### config.mk
export PLATFORM = sky130hd
export DESIGN_NAME = hazard_stall_ctrl
export DESIGN_NICKNAME = d
export VERILOG_FILES = /design/src/rtl/hazard_stall_ctrl_pkg.sv /design/src/rtl/hazard_dep_check.sv /design/src/rtl/hazard_stall_ctrl.sv
export SDC_FILE = /design/constraint.sdc
export NUM_CORES = 1
export LEC_CHECK = 0
export ABC_AREA = 1
export CAP_MARGIN = 20
export CORE_UTILIZATION = 38
export DETAILED_ROUTE_END_ITERATION = 7
export DONT_BUFFER_PORTS = 1
export PLACE_DENSITY = 0.62
export SLEW_MARGIN = 30
export SYNTH_ARGS = -nofsm -noshare
export SYNTH_HDL_FRONTEND = slang
export SYNTH_HIERARCHICAL = 1
export SYNTH_SLANG_ARGS = --single-unit
### constraint.sdc
create_clock -name clk_i -period 5.3 [get_ports clk_i]
set_input_delay 0.795 -clock clk_i [delete_from_list [all_inputs] [get_ports clk_i]]
set_output_delay 0.795 -clock clk_i [all_outputs]
set_load 0.03 [all_outputs]
### src/rtl/hazard_stall_ctrl_pkg.sv
// Shared opcode constants, hazard FSM state encoding and stall-cost constants
// for the ID-stage hazard/stall controller.
package hazard_stall_ctrl_pkg;

  localparam logic [6:0] OP_R   = 7'b0110011;
  localparam logic [6:0] OP_I   = 7'b0010011;
  localparam logic [6:0] OP_LW  = 7'b0000011;
  localparam logic [6:0] OP_SW  = 7'b0100011;
  localparam logic [6:0] OP_BEQ = 7'b1100011;

  typedef enum logic [0:0] {
    HAZ_RUN   = 1'b0,
    HAZ_STALL = 1'b1
  } haz_state_e;

  localparam int unsigned LOAD_USE_STALL = 32'd1;
  localparam int unsigned ALU_BR_STALL   = 32'd1;
  localparam int unsigned LOAD_BR_STALL  = 32'd2;

  // Only R-type, stores and branches read rs2; the field is immediate bits otherwise.
  function automatic logic uses_rs2(input logic [6:0] op);
    case (op)
      OP_R, OP_SW, OP_BEQ: uses_rs2 = 1'b1;
      default:             uses_rs2 = 1'b0;
    endcase
  endfunction

endpackage

### src/rtl/hazard_dep_check.sv
// Combinational RAW dependency check between the ID instruction and the EX
// producer, and the resulting number of stall cycles.
module hazard_dep_check
  import hazard_stall_ctrl_pkg::*;
#(
  parameter int unsigned STALL_W = 2
) (
  input  logic [6:0]         op_i,
  input  logic [4:0]         rs1_i,
  input  logic [4:0]         rs2_i,
  input  logic               ex_mem_read_i,
  input  logic               ex_reg_write_i,
  input  logic [4:0]         ex_rd_i,
  output logic               dep_o,
  output logic [STALL_W-1:0] cost_o
);

  logic rd_nz_s;
  logic dep1_s;
  logic dep2_s;
  logic is_beq_s;

  // Dependency detection and cost selection; x0 never produces a hazard.
  always_comb begin
    rd_nz_s  = (ex_rd_i != 5'd0);
    dep1_s   = rd_nz_s & (rs1_i == ex_rd_i);
    dep2_s   = rd_nz_s & (rs2_i == ex_rd_i) & uses_rs2(op_i);
    dep_o    = (dep1_s | dep2_s) & (ex_mem_read_i | ex_reg_write_i);
    is_beq_s = (op_i == OP_BEQ);
    cost_o   = '0;
    if (dep_o) begin
      if (is_beq_s && ex_mem_read_i) begin
        cost_o = STALL_W'(LOAD_BR_STALL);
      end else if (is_beq_s && ex_reg_write_i) begin
        cost_o = STALL_W'(ALU_BR_STALL);
      end else if (!is_beq_s && ex_mem_read_i) begin
        cost_o = STALL_W'(LOAD_USE_STALL);
      end else begin
        cost_o = '0;
      end
    end else begin
      cost_o = '0;
    end
  end

endmodule

### src/rtl/hazard_stall_ctrl.sv
// Hazard stall/flush sequencer between IF/ID and ID/EX of the RV32 pipeline.
// Optional macro HAZARD_PERF_CNT_EN adds stall/flush cycle counters.
module hazard_stall_ctrl
  import hazard_stall_ctrl_pkg::*;
#(
  parameter int unsigned STALL_W = 2
) (
  input  logic        clk_i,
  input  logic        rst_i,
  input  logic [6:0]  IFID_Op_i,
  input  logic [4:0]  IFID_RS1_i,
  input  logic [4:0]  IFID_RS2_i,
  input  logic        IDEX_MemRead_i,
  input  logic        IDEX_RegWrite_i,
  input  logic [4:0]  IDEX_RD_i,
  input  logic        BranchTaken_i,
  output logic        NoOp_o,
  output logic        PCWrite_o,
  output logic        IFIDWrite_o,
  output logic        IFFlush_o
`ifdef HAZARD_PERF_CNT_EN
  ,
  output logic [31:0] StallCnt_o,
  output logic [31:0] FlushCnt_o
`endif
);

  localparam logic [STALL_W-1:0] CNT_ONE = STALL_W'(1);

  haz_state_e         state_q, state_d;
  logic [STALL_W-1:0] cnt_q, cnt_d;
  logic               dep_s;
  logic [STALL_W-1:0] cost_s;
  logic               stall_s;
  logic               flush_s;

  hazard_dep_check #(
    .STALL_W (STALL_W)
  ) u_dep_check (
    .op_i           (IFID_Op_i),
    .rs1_i          (IFID_RS1_i),
    .rs2_i          (IFID_RS2_i),
    .ex_mem_read_i  (IDEX_MemRead_i),
    .ex_reg_write_i (IDEX_RegWrite_i),
    .ex_rd_i        (IDEX_RD_i),
    .dep_o          (dep_s),
    .cost_o         (cost_s)
  );

  // Next state and stall/flush decision; the first stall cycle is the detect cycle itself.
  always_comb begin
    state_d = state_q;
    cnt_d   = cnt_q;
    stall_s = 1'b0;
    flush_s = 1'b0;
    if (rst_i) begin
      state_d = HAZ_RUN;
      cnt_d   = '0;
    end else begin
      case (state_q)
        HAZ_RUN: begin
          if (dep_s && (cost_s != '0)) begin
            stall_s = 1'b1;
            cnt_d   = cost_s - CNT_ONE;
            state_d = (cnt_d != '0) ? HAZ_STALL : HAZ_RUN;
          end else if ((IFID_Op_i == OP_BEQ) && BranchTaken_i) begin
            flush_s = 1'b1;
          end else begin
            state_d = HAZ_RUN;
          end
        end
        HAZ_STALL: begin
          stall_s = 1'b1;
          cnt_d   = cnt_q - CNT_ONE;
          state_d = (cnt_d == '0) ? HAZ_RUN : HAZ_STALL;
        end
        default: begin
          state_d = HAZ_RUN;
          cnt_d   = '0;
        end
      endcase
    end
  end

  assign NoOp_o      = stall_s;
  assign PCWrite_o   = ~stall_s;
  assign IFIDWrite_o = ~stall_s;
  assign IFFlush_o   = flush_s;

  // State and countdown registers.
  always_ff @(posedge clk_i) begin
    if (rst_i) begin
      state_q <= HAZ_RUN;
      cnt_q   <= '0;
    end else begin
      state_q <= state_d;
      cnt_q   <= cnt_d;
    end
  end

`ifdef HAZARD_PERF_CNT_EN
  logic [31:0] stall_cnt_q, stall_cnt_d;
  logic [31:0] flush_cnt_q, flush_cnt_d;

  // Free-running event counters, wrapping modulo 2^32.
  always_comb begin
    stall_cnt_d = stall_cnt_q + {31'd0, stall_s};
    flush_cnt_d = flush_cnt_q + {31'd0, flush_s};
  end

  // Counter registers.
  always_ff @(posedge clk_i) begin
    if (rst_i) begin
      stall_cnt_q <= 32'd0;
      flush_cnt_q <= 32'd0;
    end else begin
      stall_cnt_q <= stall_cnt_d;
      flush_cnt_q <= flush_cnt_d;
    end
  end

  assign StallCnt_o = stall_cnt_q;
  assign FlushCnt_o = flush_cnt_q;
`endif

endmodule

# Word-level counts from Yosys, hierarchy flattened
# Index checks and enable logic that the tools add are counted.
[totals]
output_inout_bits = 4
elab_cells = 47
register_bits = 3
input_bits = 27
[classes]
n_reduce_logical = 11
n_addsub = 2
n_mux = 18
n_eq_ne = 6
n_bitwise = 8
[ops]
columns = ["cell", "n"]
rows = [
  ["$eq A7 B6 Y1 const B", 2],
  ["$mux W1", 11],
  ["$eq A5 B5 Y1", 2],
  ["$mux W2", 4],
  ["$eq A7 B7 Y1 const B", 1],
  ["$logic_and A1 B1 Y1", 5],
  ["$reduce_bool A5 Y1", 1],
  ["$and A1 B1 Y1", 4],
  ["$pmux W1 S2", 2],
  ["$pmux W2 S2", 1],
  ["$reduce_bool A2 Y1", 2],
  ["$sub A2 B1 Y2 const B", 2],
  ["$reduce_or A3 Y1", 1],
  ["$logic_not A2 Y1", 1],
  ["$ne A2 B2 Y1 const B", 1],
  ["$not A1 Y1", 2],
  ["$or A1 B1 Y1", 2],
  ["$logic_not A1 Y1", 1],
]

# Longest topological paths before layout
# Gate-level depths: netlist of run 1.
[depth]
ltp_word = 13
depth_mapped = 16
mapped_depth_nobuf = 16

# Modules after synthesis
# The synthesis of run 1 kept the hierarchy.
[modules_own_cells]
columns = ["module", "area_per_inst_um2", "cells_each", "seq_area_each_um2", "n_inst"]
rows = [
  ["hazard_dep_check", 279.0, 67, 0.0, 1],
  ["hazard_stall_ctrl", 274.0, 49, 60.1, 1],
]

# Worst setup path before layout of run 1
# No wires, ideal clock.
[synth_path]
path_kind = "input-to-output"
from = "input port IDEX_RD_i[0]"
to = "output port NoOp_o"
t_required_ps = 4505
stages = 16
path_slack_ps = 2320
n_path_buf = 0
arrival_ps = 2185
cell_sequence = "inv_1 > nand2_1 > nand2_1 > nand2_1 > nor2_1 > nand2_1 > nand2_1 > nand2_2 > nor2_1 > inv_1 > ha_1 > inv_1 > nand2_1 > nand2_1 > nand2_2 > inv_1"
[synth_between]
elab_chain_cells = 11
word_cells_on_any_way = 14
classes_between = "eq/ne (2); mux (4); bitwise (5); reduce/logical (3)"
[synth_rtl]
columns = ["element", "line_no", "source"]
rows = [
  ["from (decl)", "hazard_stall_ctrl.sv:15", "input logic [4:0] IDEX_RD_i,"],
  ["$eq A5 B5 Y1 / $reduce_bool A5 Y1 (equally long branches)", "hazard_dep_check.sv:27, hazard_dep_check.sv:25", ""],
  ["$and A1 B1 Y1 (2 in a row)", "hazard_dep_check.sv:27", "dep2_s = rd_nz_s & (rs2_i == ex_rd_i) & uses_rs2(op_i);"],
  ["$or A1 B1 Y1 *", "hazard_dep_check.sv:28", "dep_o = (dep1_s | dep2_s) & (ex_mem_read_i | ex_reg_write_i);"],
  ["$and A1 B1 Y1 *", "hazard_dep_check.sv:28", ""],
  ["$mux W2 *", "hazard_dep_check.sv:31", "if (dep_o) begin"],
  ["net cost_s[0]", "hazard_stall_ctrl.sv:33", "logic [STALL_W-1:0] cost_s;"],
  ["$reduce_bool A2 Y1 *", "hazard_stall_ctrl.sv:62", "if (dep_s && (cost_s != '0)) begin"],
  ["$logic_and A1 B1 Y1 *", "hazard_stall_ctrl.sv:62", ""],
  ["$mux W1 *", "hazard_stall_ctrl.sv:62", ""],
  ["$pmux W1 S2 *", "hazard_stall_ctrl.sv:60", "case (state_q)"],
  ["$mux W1 *", "hazard_stall_ctrl.sv:56", "if (rst_i) begin"],
  ["to (decl)", "hazard_stall_ctrl.sv:17", "output logic NoOp_o,"],
]
# Mark *: on every way through the listed nets, which the timed path passes. The rest lies on a longest branch.

# Worst setup path after layout of run 1
[layout_path]
from = "input port IFID_Op_i[3]"
to = "output port NoOp_o"
[layout_between]
elab_chain_cells = 12
word_cells_on_any_way = 21
classes_between = "eq/ne (3); mux (8); bitwise (3); reduce/logical (7)"
[layout_rtl]
columns = ["element", "line_no", "source"]
rows = [
  ["from (decl)", "hazard_stall_ctrl.sv:10", "input logic [6:0] IFID_Op_i,"],
  ["$eq A7 B6 Y1 / $eq A7 B7 Y1 (equally long branches)", "hazard_stall_ctrl_pkg.sv:22, hazard_dep_check.sv:29", ""],
  ["$reduce_or A3 Y1 / $logic_not A1 Y1 (equally long branches)", "hazard_stall_ctrl_pkg.sv:22, hazard_dep_check.sv:36", ""],
  ["$mux W1 / $logic_and A1 B1 Y1 (equally long branches)", "hazard_stall_ctrl_pkg.sv:22, hazard_dep_check.sv:36", ""],
  ["$and A1 B1 Y1 / $mux W1 (equally long branches)", "hazard_dep_check.sv:27, hazard_dep_check.sv:36", ""],
  ["$or A1 B1 Y1 / $mux W2 (equally long branches)", "hazard_dep_check.sv:28, hazard_dep_check.sv:34", ""],
  ["$and A1 B1 Y1 / $mux W2 (equally long branches)", "hazard_dep_check.sv:28, hazard_dep_check.sv:32", ""],
  ["$mux W2 *", "hazard_dep_check.sv:31", ""],
  ["net cost_s[0]", "hazard_stall_ctrl.sv:33", ""],
  ["$reduce_bool A2 Y1 *", "hazard_stall_ctrl.sv:62", ""],
  ["$logic_and A1 B1 Y1 *", "hazard_stall_ctrl.sv:62", ""],
  ["$mux W1 *", "hazard_stall_ctrl.sv:62", ""],
  ["$pmux W1 S2 *", "hazard_stall_ctrl.sv:60", ""],
  ["$mux W1 *", "hazard_stall_ctrl.sv:56", ""],
]
# Marked as above.

==> results of run 1 <==
[metal layers]
metal,vias up,global-route usage [%],routed length [um]
met5,-,0,0
met4,0,5.17,0
met3,0,2.22,101
met2,28,31.0,504
met1,242,19.9,562
li1,343,-,-
[cells by family after synthesis]
| kind of cell | count (synthesis) |
|---|---|
| AOI/OAI and AO/OA | 3 |
| xor gates and xnor gates | 2 |
| adders and majority gates | 3 |
| buffers and inverters | 31 |
| DFF | 3 |
| and+or+nand+nor | 74 |
[power groups by stage]
stage                     Combinational (mW)  Clock (mW)  Sequential, mW
after detailed placement              0.0169           0          0.0231
after CTS                             0.0171      0.0406          0.0228
after floorplan                       0.0147           0          0.0231
after global placement                0.0165           0          0.0231
after global routing                  0.0206      0.0449          0.0227
final                                 0.0170      0.0398          0.0228
[layout make-up]
class	count	area (um2)	area share, %
Tap cell	15	18.8	3.18
Inverter	30	113	19.1
Multi-Input combinational cell	82	373	63.1
Clock buffer	4	26.3	4.45
Sequential cell	3	60.1	10.2
[per-stage QoR]
stage	instances	worst slack, ns	hold slack [ns]	utilization [%]	total power, mW
floorplan	116	2.32	0.530	-	0.0379
finish	134	2.03	0.588	44.3	0.0796
global placement	130	2.08	0.554	42.3	0.0396
detailed placement	130	2.03	0.562	42.3	0.0400
global route	134	1.82	0.629	44.3	0.0882
CTS	134	2.02	0.584	44.3	0.0805
[cells in the final DEF, fill, tap and decap left out, drive strengths merged]
cell type  count
xnor2          1
xor2           1
nor3           1
clkbuf         4
nand2         43
nand4          2
o21ai          2
nor2          20
inv           30
nand3          7
and3           1
a21oi          1
dfxtp          3
ha             3
[sequential cells by signal, indices dropped and copies added (netlist names)]
signal and count:
cnt_q 2, state_q 1
[worst max-delay path: stages]
cell     delay, ns
nor2_1        0.11
nand4_1       0.12
nor2_1        0.10
nand2_1       0.06
nand2_1       0.07
nand2_2       0.06
nor2_1        0.13
inv_1         0.07
ha_1          0.19
inv_1         0.07
nand2_1       0.10
nand2_1       0.09
nand2_2       0.22
inv_1         0.30
[how the worst max path moves through the flow]
stage | to | cells past startpoint | start
3_3_place_gp | NoOp_o | 16 | IDEX_RD_i[0]
6_report | NoOp_o | 14 | IFID_Op_i[3]
3_5_place_dp | NoOp_o | 16 | IDEX_RD_i[0]
2_1_floorplan | NoOp_o | 16 | IDEX_RD_i[0]
5_1_grt | NoOp_o | 16 | IDEX_RD_i[0]
4_1_cts | NoOp_o | 16 | IDEX_RD_i[0]
==> out/qor.csv, run 1 <==
metric;value;unit
Switching Share;26.7;%
cts bufs inserted;3;
largest net degree at the start of global routing;7;
Critical R2R Launch;cnt_q[1]$_SDFFE_PP0N_;
Slew Viols, Final;0;
post-synthesis compound-gate area fraction;2.71;%
Crit Path Class;in2out;
Die Area;1610;um2
WL final;1.17;mm
Final Cycle Share;61.7;%
Worst EP required;4.51;ns
PostCTS Resize Cnt;0;
area grow syn2layout;6.79;%
fin crit period;3.27;ns
GRT Util Overall;16.9;%
Avg WL per Cell;8.71;um
# IOs;31;
GP Congestion;0.700;
Synth area leader;nand2_1;
synth top area cells;nand2_1 (28%), inv_1 (18%), nor2_1 (13%);
Routed Antenna Nets;0;
drt first pass iters;6;
vias in the first global route;543;
vias post-DR;613;
synth warn;6;
number of synthesized flops with an enable pin;0;
MaxCap Viol Count;0;
layout cells sized above 1;8.40;%
Setup Skew;0.00233;ns
first-pass GRT wire length;1.88;mm
clk_lat worst skew;0.23;ns
worst reg2reg path endpoint;cnt_q[1]$_SDFFE_PP0N_;
initial cell density of the core;41.5;%
Placed Area;564;um2
post-synthesis register bit count;3;
multiplexer share of the synthesized area;0;%
slew margin rel.;64.3;%
Net Sw Power;0.0213;mW
count leader, synth;nand2_1;
Post-CTS Setup Bufs;0;
I/O Buffers;0;
# DRC;0;
initial antenna violation count;0;
Synth Net Count;146;
total core area;1330;um2
Row Count;13;
Synth cell types;17;
Worst setup EP type;primary output;
Die Ht;40.2;um
critical path launch point type;input pin;
Hold Crit Class;reg2reg;
diode count;0;
Top FF cell, synth;dfxtp_1;
Hold Startpoint;cnt_q[0]$_SDFFE_PP0N_;
Final Cell Area;591;um2
worst reg2reg setup slack;4.26;ns
Worst VDD drop;0.0467;mV
pwr dens;135;nW/um2
Fillers;166;
die span in x;40.2;um
Worst-path clk slew;0.03;ns
syn avg cell area;4.77;um2
WHS Endpoint;cnt_q[0]$_SDFFE_PP0N_;
Cells after Synth;116;
sequential share of power;28.7;%
leak pwr;0.388;nW
sequential fraction of the synthesis area;10.9;%
H-tree levels;1;
Total Negative Setup Slacks;0;ns
Max Buffers Root-to-Sink;2;
status;complete, no violations;
largest fanout on the critical path;4;
CTS tree;done;
combinational share of power;21.4;%
Mapped Area;553;um2
CP arrival;2.48;ns
Synth Area in XOR/XNOR;3.17;%
vias per cell;4.57;
P_int;0.0583;mW
Post-Synth Adder-Cell Area;6.79;%
unrepaired setup endpoints after global routing;no;
most frequent cells after synthesis;nand2_1 (41), inv_1 (26), nor2_1 (19), nand3_1 (7), inv_2 (4);
final net count;150;
Max Clock Freq;306;MHz
Final Setup Violations;0;
final hold vios;0;
# clock sinks;3;
Detail Placement HPWL;974;um
Post-CTS Hold Fix Bufs;0;
main combinational cell family by area after synthesis;simple AND/OR/NAND/NOR gates;
clock root buffer;clkbuf_4;
Slew @ Worst Pin;0.533;ns
top cell type's share of synthesized area;27.8;%
clock power share;50.0;%
hold depth;4;
asr flop ratio synth;0;%
Congestion Overflow GR;0;
R2R cell count;6;
simple-gate area share of the yosys netlist;54.8;%
DR iter-0 viols;17;
Power figures use the tool's default switching activity.
==> run 2, diff against run 1 <==
Settings changed: PLACE_DENSITY 0.62 to 0.64.
Clock period 5.3 ns to 2.8 ns, I/O delays scaled along.
==> run 2 against run 1 <==
  * First-iteration DRC count fell by 18%
  * Total power rose by 86%
  * Clock skew shrank 0.0018 ns
  * Worst setup slack worse by 1.5 ns
  * Sequential share of layout area shrank 0.25 points
  * Worst hold slack got worse by 0.20 ns
  * Count of clock-buffer cells in the layout unchanged
  * Die area unchanged
  * Largest cell class unchanged
==> out/qor.csv, run 2 (synthesized netlist as in run 1, its figures left out) <==
metric;value;unit;change
first-pass GRT wire length;1.70;mm;-9.5%
clk_lat worst skew;0.23;ns;about the same
Worst EP required;2.38;ns;-2.13 ns
WL final;1.08;mm;-7.5%
Setup Skew;0.000543;ns;-0.00179 ns
diode count;0;;unchanged
PostCTS Resize Cnt;0;;unchanged
final hold vios;0;;unchanged
CTS tree;done;;
initial cell density of the core;41.5;%;unchanged
cts bufs inserted;3;;unchanged
unrepaired setup endpoints after global routing;no;;
commonest cells after routing, fill and taps aside;nand2_1 (41), inv_1 (26), nor2_1 (19);;
critical path launch point type;input pin;;
vias in the first global route;483;;-11%
Die Area;1610;um2;unchanged
Largest register FFs;2;;unchanged
# IOs;31;;unchanged
Critical R2R Launch;cnt_q[1]$_SDFFE_PP0N_;;
area grow syn2layout;9.50;%;
Routed Antenna Nets;0;;unchanged
final net count;152;;+1.3%
WHS;0.392;ns;-0.196 ns
slew margin rel.;82.9;%;+19 points
pwr dens;245;nW/um2;+82%
P_int;0.110;mW;+89%
Switching Share;25.6;%;-1.1 points
R2R cell count;6;;unchanged
drt first pass iters;4;;-2
Crit Path Class;in2out;;
combinational share of power;21.6;%;+0.2 points
DR iter-0 viols;14;;-3
Hold Startpoint;rst_i;;
initial antenna violation count;0;;unchanged
CP arrival;1.84;ns;-0.64 ns
Slew Viols, Final;0;;unchanged
Max Buffers Root-to-Sink;2;;unchanged
die span in x;40.2;um;unchanged
clock power share;49.3;%;-0.7 points
Final Cycle Share;80.9;%;
Final Setup Violations;0;;unchanged
clock root buffer;clkbuf_4;;
Worst-path clk slew;0.03;ns;about the same
leak pwr;0.397;nW;+2.5%
Max Clock Freq;442;MHz;
Placed Area;579;um2;+2.7%
DP Cell Count;132;;+1.5%
biggest regs;cnt_q (2), state_q (1);;
hold depth;3;;-1
# clock sinks;3;;unchanged
MaxCap Viol Count;0;;unchanged
sequential share of power;29.1;%;+0.4 points
Congestion Overflow GR;0;;unchanged
worst reg2reg setup slack;1.81;ns;-2.45 ns
Slew @ Worst Pin;0.256;ns;-0.277 ns
worst reg2reg path endpoint;cnt_q[1]$_SDFFE_PP0N_;;
largest net degree at the start of global routing;7;;unchanged
Avg WL per Cell;7.94;um;-8.8%
Fillers;159;;-4.2%
Net Sw Power;0.0380;mW;+79%
layout cells sized above 1;9.92;%;+1.5 points
commonest non-fill, non-tap cell in the layout;nand2_1;;
Hold Crit Class;in2reg;;
WHS Endpoint;cnt_q[0]$_SDFFE_PP0N_;;
fin crit period;2.26;ns;
Detail Placement HPWL;965;um;-0.94%
Final Cell Area;606;um2;+2.5%
Worst setup EP type;primary output;;
Biggest register;cnt_q;;
Post-CTS Setup Bufs;0;;unchanged
Final Non-Filler Cells;136;;+1.5%
Row Count;13;;unchanged
GRT Util Overall;15.3;%;-1.6 points
largest fanout on the critical path;3;;-1
# DRC;0;;unchanged
vias post-DR;608;;-0.82%
Total Negative Setup Slacks;0;ns;unchanged
H-tree levels;1;;unchanged
total core area;1330;um2;unchanged
Die Ht;40.2;um;unchanged
I/O Buffers;0;;unchanged
Post-CTS Hold Fix Bufs;0;;unchanged
GP Congestion;0.721;;+3.0%
status;complete, no violations;;
Worst VDD drop;0.125;mV;+170%
vias per cell;4.47;;-2.3%
[run 2: changes by cell type in the layout (fill, tap and decap cells not counted)]
cell,before,now
buf_4,0,2
[run 2: critical path, stage by stage]
cell	delay [ns]
nor2_1	0.11
nand4_1	0.12
nor2_1	0.10
nand2_1	0.06
nand2_1	0.06
nand2_2	0.06
nor2_1	0.13
inv_1	0.07
ha_1	0.19
inv_1	0.06
nand2_1	0.08
nand2_1	0.09
nand2_2	0.06
inv_1	0.21
[run 2: worst max-delay path by stage]
stage                      to  cells after the start         start  slack [ns]
finish                 NoOp_o                     14  IFID_Op_i[3]        0.54
detailed placement     NoOp_o                     14  IFID_Op_i[3]        0.53
global route        IFFlush_o                     13  IDEX_RD_i[4]        0.28
floorplan              NoOp_o                     16  IDEX_RD_i[0]        0.57
global placement    IFFlush_o                     13  IDEX_RD_i[4]        0.58
CTS                    NoOp_o                     14  IFID_Op_i[3]        0.53
[run 2: cell type report]
type	instances	area (um2)	share of cell area, %
clock buffer	4	26.3	4.34
inverter	30	113	18.6
multi-input combinational	82	373	61.6
sequential	3	60.1	9.92
tap	15	18.8	3.10
timing repair buffer	2	15.0	2.48
[run 2: power by group through the flow]
| stage | registers, mW | logic (mW) | clock network (mW) |
|---|---|---|---|
| final | 0.0432 | 0.0320 | 0.0731 |
| after global placement | 0.0438 | 0.0317 | 0 |
| after global routing | 0.0431 | 0.0382 | 0.0816 |
| after detailed placement | 0.0438 | 0.0320 | 0 |
| after CTS | 0.0431 | 0.0321 | 0.0764 |
| after floorplan | 0.0438 | 0.0279 | 0 |
[run 2: stage by stage]
stage                     total power [mW]  utilization (%)  setup slack, ns
after CTS                            0.152             45.4            0.528
after global routing                 0.163             45.4            0.280
final                                0.148             45.4            0.535
after floorplan                     0.0717                -            0.570
after detailed placement            0.0758             43.4            0.531
after global placement              0.0754             43.4            0.580
[run 2: layer usage]
metal / wire (um) / track usage, % / vias to the layer above
met5: 0 / 0 / -
met4: 0 / 0 / 0
met3: 97 / 5.56 / 0
met2: 494 / 26.2 / 27
met1: 488 / 19.3 / 235
li1: - / - / 346
==> run 3, diff against run 2 <==
Settings changed: PLACE_DENSITY 0.64 to 0.62.
Clock period 2.8 ns to 2.31 ns, I/O delays scaled along.
==> run 3 against run 2 <==
  * Register-to-register slack got worse by 0.52 ns
  * Final area grew 1.7%
  * First-iteration DRC count fell by 14%
  * Clock power is 25% higher
  * Sequential cell count stayed put
  * Die area did not move
  * Utilization increased by 0.75 points
  * Worst setup slack got worse by 0.28 ns
  * Worst hold slack lost 0.077 ns
  * Global-route usage up 1.2 points
  * Sequential power grew 21%
  * Highest routed layer unchanged
==> out/qor.csv, run 3 (synthesized netlist as in run 1, its figures left out) <==
metric;value;unit;change
worst reg2reg path endpoint;cnt_q[1]$_SDFFE_PP0N_;;
largest fanout on the critical path;4;;+1
CP max stage delay;0.21;ns;about the same
WL final;1.14;mm;+5.5%
biggest regs;cnt_q (2), state_q (1);;
initial antenna violation count;0;;unchanged
P_int;0.134;mW;+21%
Slew Viols, Final;0;;unchanged
Setup WS post-layout;0.253;ns;-0.282 ns
pre-CTS setup slack;0.240;ns;-0.291 ns
Slew @ Worst Pin;0.231;ns;-0.0250 ns
# clock sinks;3;;unchanged
Worst-path clk slew;0.03;ns;about the same
WHS Endpoint;cnt_q[0]$_SDFFE_PP0N_;;
Switching Share;26.7;%;+1.1 points
Max Clock Freq;486;MHz;
cts bufs inserted;3;;unchanged
Die Area;1610;um2;unchanged
Routed Antenna Nets;0;;unchanged
# DRC;0;;unchanged
Detail Placement HPWL;975;um;+1.1%
Crit Path Class;in2out;;
MaxCap Viol Count;0;;unchanged
sequential share of power;28.6;%;-0.5 points
Avg WL per Cell;8.31;um;+4.7%
Placed Area;587;um2;+1.3%
DR iter-0 viols;12;;-2
Hold Startpoint;rst_i;;
largest net degree at the start of global routing;7;;unchanged
GP Congestion;0.783;;+8.6%
Total Negative Setup Slacks;0;ns;unchanged
CP Cell Sequence;nor3_1, nand3_1, o21ai_0, inv_1, nand2_2, nor2_1, inv_1, ha_1, inv_1, a21oi_1, nand2_1, nor2_1, buf_4;;
worst reg2reg setup slack;1.29;ns;-0.52 ns
clock root buffer;clkbuf_4;;
CTS tree;done;;
pwr dens;297;nW/um2;+21%
final hold vios;0;;unchanged
area grow syn2layout;11.3;%;
commonest non-fill, non-tap cell in the layout;nand2_1;;
unrepaired setup endpoints after global routing;no;;
vias post-DR;615;;+1.2%
vias per cell;4.49;;+0.41%
CP arrival;1.71;ns;-0.13 ns
Final Cell Area;616;um2;+1.7%
Biggest register;cnt_q;;
combinational share of power;21.4;%;-0.2 points
Row Count;13;;unchanged
# IOs;31;;unchanged
fin util;46.2;%;+0.75 points
total core area;1330;um2;unchanged
Net Sw Power;0.0488;mW;+28%
leak pwr;0.403;nW;+1.3%
Die Ht;40.2;um;unchanged
layout cells sized above 1;11.5;%;+1.6 points
slew margin rel.;84.6;%;+1.7 points
drt first pass iters;4;;unchanged
R2R cell count;6;;unchanged
total power;0.183;mW;+23%
Final Cycle Share;89.0;%;
clock power share;50.0;%;+0.7 points
fin crit period;2.06;ns;
Setup Skew;0.00421;ns;+0.00367 ns
die span in x;40.2;um;unchanged
Congestion Overflow GR;0;;unchanged
vias in the first global route;551;;+14%
status;complete, no violations;;
critical path launch point type;input pin;;
CP max stage cell;a21oi_1;;
GRT Util Overall;16.5;%;+1.2 points
Final Setup Violations;0;;unchanged
cell mode on critical path;inv_1;;
H-tree levels;1;;unchanged
commonest cells after routing, fill and taps aside;nand2_1 (41), inv_1 (26), nor2_1 (18);;
I/O Buffers;0;;unchanged
Worst EP required;1.96;ns;-0.42 ns
Largest register FFs;2;;unchanged
Hold Crit Class;in2reg;;
diode count;0;;unchanged
Worst VDD drop;0.125;mV;+0.55%
Worst setup EP type;primary output;;
first-pass GRT wire length;1.81;mm;+6.5%
final net count;153;;+0.66%
clk_lat worst skew;0.23;ns;about the same
initial cell density of the core;41.5;%;unchanged
hold depth;3;;unchanged
Max Buffers Root-to-Sink;2;;unchanged
Critical R2R Launch;cnt_q[1]$_SDFFE_PP0N_;;
[run 3: changes by cell type in the layout (fill, tap and decap cells not counted), sizes merged]
cell	before	now
buf	2	3
[run 3: worst max-delay path: cells and delay by family]
family	cells	cell delay (ns)
adder cells (fa/ha/maj)	1	0.13
buffers and inverters	4	0.34
AND/OR/NAND/NOR	6	0.59
AO/OA/AOI/OAI	2	0.30
[run 3: cell type report]
| class | instances | area [um2] |
|---|---|---|
| Tap cell | 15 | 18.8 |
| Fill cell | 148 | 718 |
| Sequential cell | 3 | 60.1 |
| Inverter | 30 | 113 |
| Clock buffer | 4 | 26.3 |
| Timing Repair Buffer | 3 | 22.5 |
| Multi-Input combinational cell | 82 | 375 |
[run 3: per-stage QoR]
step,hold WS [ns],instances
final,0.315,137
after global placement,0.552,133
after floorplan,0.530,116
after CTS,0.304,137
after detailed placement,0.549,133
after global routing,0.317,137
[run 3: what timing repair did]
action                                 CTS  global route
setup endpoints to repair                0             3
endpoints found under the hold margin    0             0
hold buffers                             0             0
setup buffers                            0             0
resized for setup                        0             1
[run 3: worst max path at each step]
stage | slack (ns) | endpoint | depth (start not counted) | startpoint
floorplan | 0.23 | NoOp_o | 16 | IDEX_RD_i[0]
global placement | 0.23 | IFFlush_o | 13 | IDEX_RD_i[4]
detailed placement | 0.24 | IFIDWrite_o | 14 | IFID_Op_i[3]
CTS | 0.23 | IFIDWrite_o | 14 | IFID_Op_i[3]
global route | 0.01 | IFFlush_o | 13 | IDEX_RD_i[4]
finish | 0.25 | IFFlush_o | 13 | IDEX_RD_i[4]
[run 3: power groups by stage]
| stage | combinational, mW | sequential, mW | clock (mW) |
|---|---|---|---|
| 2_1_floorplan | 0.0338 | 0.0530 | 0 |
| 3_3_place_gp | 0.0381 | 0.0531 | 0 |
| 3_5_place_dp | 0.0387 | 0.0531 | 0 |
| 4_1_cts | 0.0390 | 0.0523 | 0.0947 |
| 5_1_grt | 0.0473 | 0.0522 | 0.106 |
| 6_report | 0.0391 | 0.0523 | 0.0913 |
[run 3: per-layer routing]
| metal | vias up | wire (um) | track usage, % |
|---|---|---|---|
| met2 | 25 | 503 | 32.3 |
| met5 | - | 0 | 0 |
| met1 | 242 | 538 | 16.8 |
| met4 | 0 | 0 | 2.59 |
| met3 | 0 | 97 | 5.56 |
| li1 | 348 | - | - |
